==> config.mk <==
export PLATFORM = sky130hd
export DESIGN_NAME = rr_grant_arbiter_8_flat
export DESIGN_NICKNAME = d
export VERILOG_FILES = /design/src/rtl/rr_grant_arbiter_8_if.sv /design/src/rtl/rr_grant_arbiter_8.sv /design/src/flat_wrapper.sv
export SDC_FILE = /design/constraint.sdc
export NUM_CORES = 1
export LEC_CHECK = 0
export CORE_MARGIN = 2
export CORE_UTILIZATION = 51
export DETAILED_ROUTE_END_ITERATION = 6
export PLACE_DENSITY = 0.8
export SLEW_MARGIN = 40
export SYNTH_ARGS = -nofsm -noshare
export SYNTH_HDL_FRONTEND = slang
export SYNTH_SLANG_ARGS = --single-unit
==> constraint.sdc <==
create_clock -name clk -period 3.1 [get_ports clk]
set_input_delay 0.62 -clock clk [delete_from_list [all_inputs] [get_ports clk]]
set_output_delay 0.62 -clock clk [all_outputs]
set_load 0.01 [all_outputs]
==> src/rtl/rr_grant_arbiter_8_if.sv <==
// rr_grant_arbiter_8_if
//   Handshake bundle between the eight requesters and the round-robin
//   arbiter that feeds the 8-to-3 encoder.
//   i_req         : 8-bit level-sensitive request vector (bit i = requester i)
//   i_release     : one-cycle pulse from the current owner ending its grant
//   o_grant       : registered one-hot grant, 8'h00 when idle
//   o_grant_valid : high exactly when o_grant != 0
//   o_busy        : arbiter is in its BUSY state (equals o_grant_valid)
//   o_timeout     : one-cycle pulse when a grant is force-released
//   modport slave  : arbiter side
//   modport master : requester side
interface rr_grant_arbiter_8_if;
  logic [7:0] i_req;
  logic       i_release;
  logic [7:0] o_grant;
  logic       o_grant_valid;
  logic       o_busy;
  logic       o_timeout;

  modport slave (
    input  i_req,
    input  i_release,
    output o_grant,
    output o_grant_valid,
    output o_busy,
    output o_timeout
  );

  modport master (
    output i_req,
    output i_release,
    input  o_grant,
    input  o_grant_valid,
    input  o_busy,
    input  o_timeout
  );
endinterface

==> src/rtl/rr_grant_arbiter_8.sv <==
// rr_grant_arbiter_8
//   Eight-requester round-robin arbiter. Exactly one grant bit is
//   registered at a time, so the downstream encoder only ever sees a legal
//   one-hot vector or all-zero. A grant is held until the owner pulses
//   release, drops its request, or holds it for TIMEOUT_CYCLES cycles.
//   At least one idle cycle separates consecutive grants.
//   Ports:
//     clk : rising-edge clock
//     rst : synchronous active-high reset
//     arb : rr_grant_arbiter_8_if.slave (req/release in, grant/status out)
//   Parameter:
//     TIMEOUT_CYCLES : maximum hold time in cycles (1..255), 0 disables it
module rr_grant_arbiter_8 #(
  parameter int unsigned TIMEOUT_CYCLES = 16
) (
  input  logic                  clk,
  input  logic                  rst,
  rr_grant_arbiter_8_if.slave   arb
);

  localparam logic [0:0] IDLE = 1'b0;
  localparam logic [0:0] BUSY = 1'b1;

  localparam bit         LP_TO_EN   = (TIMEOUT_CYCLES != 0);
  localparam logic [7:0] LP_TO_LAST = LP_TO_EN ? 8'(TIMEOUT_CYCLES - 1) : 8'd0;

  logic [0:0] r_state;
  logic [7:0] r_grant;
  logic [2:0] r_ptr;
  logic [2:0] r_owner;
  logic [7:0] r_hold;
  logic       r_timeout;

  logic       w_found;
  logic [2:0] w_win;
  logic [2:0] w_cand;
  logic       w_end_rel;
  logic       w_end_drop;
  logic       w_end_to;

  // Search ptr+1 .. ptr+8 (mod 8); the first set request wins, so the
  // previous winner is naturally the lowest priority.
  always_comb begin
    w_found = 1'b0;
    w_win   = '0;
    w_cand  = '0;
    for (int unsigned k = 1; k <= 8; k++) begin
      w_cand = r_ptr + 3'(k);
      if (!w_found && arb.i_req[w_cand]) begin
        w_found = 1'b1;
        w_win   = w_cand;
      end
    end
  end

  always_comb begin
    w_end_rel  = arb.i_release;
    w_end_drop = !arb.i_req[r_owner];
    w_end_to   = LP_TO_EN && (r_hold == LP_TO_LAST);
  end

  always_ff @(posedge clk) begin
    if (rst) begin
      r_state   <= IDLE;
      r_grant   <= '0;
      r_ptr     <= 3'd7;
      r_owner   <= '0;
      r_hold    <= '0;
      r_timeout <= 1'b0;
    end else begin
      r_timeout <= 1'b0;
      case (r_state)
        IDLE: begin
          if (w_found) begin
            r_grant <= 8'b0000_0001 << w_win;
            r_owner <= w_win;
            r_hold  <= '0;
            r_state <= BUSY;
          end
        end
        BUSY: begin
          if (w_end_rel || w_end_drop || w_end_to) begin
            r_grant   <= '0;
            r_state   <= IDLE;
            r_ptr     <= r_owner;
            r_hold    <= '0;
            // A coincident release or dropped request wins over the timeout.
            r_timeout <= w_end_to && !w_end_rel && !w_end_drop;
          end else if (r_hold != 8'hFF) begin
            r_hold <= r_hold + 8'd1;
          end
        end
        default: begin
          r_state <= IDLE;
          r_grant <= '0;
        end
      endcase
    end
  end

  assign arb.o_grant       = r_grant;
  assign arb.o_grant_valid = (r_grant != 8'h00);
  assign arb.o_busy        = (r_state == BUSY);
  assign arb.o_timeout     = r_timeout;

endmodule

==> src/flat_wrapper.sv <==
// flat-port wrapper written by rule: the top's interface ports become plain ports
module rr_grant_arbiter_8_flat 
#(
  parameter int unsigned TIMEOUT_CYCLES = 16
)
  (clk, rst, arb_i_req, arb_i_release, arb_o_grant, arb_o_grant_valid, arb_o_busy, arb_o_timeout);
  rr_grant_arbiter_8_if arb_i ();
  input  logic clk;
  input  logic rst;
  input wire logic [$bits(arb_i.i_req)-1:0] arb_i_req;
  input wire logic [$bits(arb_i.i_release)-1:0] arb_i_release;
  output wire logic [$bits(arb_i.o_grant)-1:0] arb_o_grant;
  output wire logic [$bits(arb_i.o_grant_valid)-1:0] arb_o_grant_valid;
  output wire logic [$bits(arb_i.o_busy)-1:0] arb_o_busy;
  output wire logic [$bits(arb_i.o_timeout)-1:0] arb_o_timeout;
  assign arb_i.i_req = arb_i_req;
  assign arb_i.i_release = arb_i_release;
  assign arb_o_grant = arb_i.o_grant;
  assign arb_o_grant_valid = arb_i.o_grant_valid;
  assign arb_o_busy = arb_i.o_busy;
  assign arb_o_timeout = arb_i.o_timeout;
  rr_grant_arbiter_8 #(.TIMEOUT_CYCLES(TIMEOUT_CYCLES)) u_core (.clk(clk), .rst(rst), .arb(arb_i));
endmodule
==> reports/qor.yml <==
status: "complete, no violations"
fin_tns_setup_ps: 0
grt_pass1_vias: 1820
drtPass1Iterations: 4
cts_sinks: 24
finalWirelength_um: 4780
seq_power_share: 0.235
antenna_left: 0
crit_required_ps: 3250
antennaDiodeCount: 0
place.gp.congestion: 0.883
grt_usage: 0.241
end_kind: "register"
max_freq_ghz: 0.335
timing_worst_setup_path_type: "register to register"
final_common_cell: "buf_4"
intPower_mw: 1.10
via_per_inst: 6.06
final_cells: 305
core_um2: 3630
die_x_um: 65.4
cts_max_path_buffers: 2
fin_worst_skew_ps: 2.14
ys_warn_count: 0
rsz0062_at_grt: "no"
setup.worst_path.start: "u_core.r_ptr[0]$_SDFFE_PP1P_"
hpwl_um: 3810
drive_gt1_frac: 0.307
port_buffers: 21
initial_core_util: 0.529
area_growth_pct: 29.4
die_area_um2: 4270
rrSetupSlack_ps: 120
synth-seq-cells: 24
async_reset_ff_frac: 0
htree_levels: 1
leakage_nw: 0.972
final_nets: 273
synth_cells: 201
antenna_found_initial: 0
row_count: 22
power_density_nw_per_um2: 744
pwr-share-comb: 0.671
grt_start_max_net_pins: 15
clk_latency_ps: 260
cts-root-buf: "clkbuf_8"
synth_ff_type: "dfxtp_1"
synth_largest_area_cell: "dfxtp_1"
timing.rr.start: "u_core.r_ptr[0]$_SDFFE_PP1P_"
hold_violations: 0
synth_nets: 215
vdd_drop_max_v: 0.000462
p_total_mw: 1.85
sw_frac_of_total: 0.405
synth_edf_count: 0
fillers: 307
setup.worst_path.end: "u_core.arb.o_grant[7]$_SDFFE_PP0P_"
period_minus_slack_ps: 2980
clkTransAtPathRegs_ps: 80
synth_top_area_share: 0.250
reg2regPathDepth: 8
cp.arrival_ps: 3140
grt.overflow.total: 0
tritoncts: "yes"
grt_pass1_wl_um: 8180
io_pins: 22
remaining_drc_errors: 0
num_vias: 1848
syn_area_um2: 1920
slew_viol_final: 0
power.switching_uw: 750
path_max_fanout: 9
start_kind: "register"
setup-violations-final: 0
cts_buffers: 3
cap_violations: 0
drtIter0Drc: 90
place_inst: 302
worstMarginPinSlew_ps: 483
power_frac_clock: 0.094
die_y_um: 65.4
wire_per_inst_um: 15.7
worst_hold_path_type: "register to register"
yosysSeqAreaShare: 0.250
final_cell_mix: "buf_4, nand2_1, dfxtp_1, clkdlybuf4s50_1, mux4_2"
syn_area_per_cell_um2: 9.56
post-route-period-util: 0.962
slew-limit-headroom: 0.677
r2r-end: "u_core.arb.o_grant[7]$_SDFFE_PP0P_"
synth_area_leaders: "dfxtp_1, mux4_2, nand2_1"
synth.distinct_cells: 57
-- Yosys cell counts, types with 3 or more instances --
cell type and count:
o21ai_0 7, nor2_1 11, buf_4 3, ha_1 3, o31ai_1 3, a32o_1 3
nand3_1 6, xor2_1 3, mux2_2 6, mux2i_1 9, and2_1 3, nand4_1 3
dfxtp_1 24, nand2_1 26, a21oi_1 5, o21ai_1 3, nor4_1 3, inv_1 7
mux4_2 10, o211ai_1 6, nor3_1 3, a211oi_1 5
-- critical path, stage by stage (launching register included) --
cell	delay (ps)
dfxtp_2	330
inv_1	80
ha_4	340
mux4_2	570
mux2_4	310
or4_4	450
or3_4	410
o21a_2	160
a32o_1	220
-- routing by layer --
metal | up-vias | share of wire | track usage
li1 | 903 | - | -
met1 | 896 | 0.45 | 0.323
met2 | 43 | 0.50 | 0.406
met3 | 6 | 0.035 | 0.0479
met4 | 0 | 0.0067 | 0.0469
met5 | - | 0 | 0
-- cell type report --
type                       instances  area (µm²)  area share
multi-input combinational        161        1360       0.547
sequential                        24         483       0.194
inverter                           7        28.8      0.0116
clock buffer                       3        41.3      0.0166
tap                               48        60.1      0.0242
timing repair buffer              62         512       0.206
-- sequential cells by signal, summed over array words and instances, names as in the netlist --
register / count
u_core.r_hold: 8
u_core.arb.o_grant: 8
u_core.arb.o_busy: 1
u_core.r_ptr: 3
u_core.arb.o_timeout: 1
u_core.r_owner: 3
-- power by group through the flow --
| stage | clock [mW] | combinational (mW) | sequential, mW |
|---|---|---|---|
| 3_5_place_dp | 0 | 1.22 | 0.439 |
| 2_1_floorplan | 0 | 0.762 | 0.435 |
| 3_3_place_gp | 0 | 1.19 | 0.437 |
| 4_1_cts | 0.178 | 1.23 | 0.432 |
| 6_report | 0.174 | 1.24 | 0.434 |
| 5_1_grt | 0.192 | 1.34 | 0.444 |
-- metrics by stage --
| stage | utilization | hold WS [ps] | instance area, µm² | setup WS, ps |
|---|---|---|---|---|
| finish | 0.684 | 479 | 2480 | 117 |
| global route | 0.684 | 490 | 2480 | 9.90 |
| CTS | 0.683 | 479 | 2480 | 3.96 |
| detailed placement | 0.673 | 468 | 2450 | -342 |
| global placement | 0.673 | 468 | 2450 | -268 |
| floorplan | - | 458 | 1960 | -19.6 |
-- worst min-delay path by stage --
stage                                                   from  slack [ps]  cells after the start                                  to
after global placement    u_core.arb.o_grant[4]$_SDFFE_PP0P_         470                      2  u_core.arb.o_grant[4]$_SDFFE_PP0P_
after global routing      u_core.arb.o_grant[1]$_SDFFE_PP0P_         490                      2  u_core.arb.o_grant[1]$_SDFFE_PP0P_
after floorplan                u_core.r_hold[1]$_SDFFE_PP0P_         460                      2       u_core.r_hold[1]$_SDFFE_PP0P_
after CTS                 u_core.arb.o_grant[1]$_SDFFE_PP0P_         480                      2  u_core.arb.o_grant[1]$_SDFFE_PP0P_
after detailed placement  u_core.arb.o_grant[1]$_SDFFE_PP0P_         470                      2  u_core.arb.o_grant[1]$_SDFFE_PP0P_
final                     u_core.arb.o_grant[1]$_SDFFE_PP0P_         480                      2  u_core.arb.o_grant[1]$_SDFFE_PP0P_
-- repair_timing --
action / in CTS / in global routing
setup endpoints to repair: 6 / 12
buffers inserted: 0 / 0
resized for setup: 11 / 2
hold buffers: 0 / 0
-- cells by family (layout without fill, tap and decap cells) --
group / count (synthesis) / count (layout) / synth area share
adders and majority gates: 3 / 3 / 0.0195
AOI/OAI and AO/OA: 55 / 55 / 0.221
xor gates and xnor gates: 5 / 5 / 0.0228
DFF: 24 / 24 / 0.250
buffers and inverters: 16 / 72 / 0.0521
and+or+nand+nor: 69 / 69 / 0.192
muxes: 29 / 29 / 0.242
(Power assumes the default switching activity.)
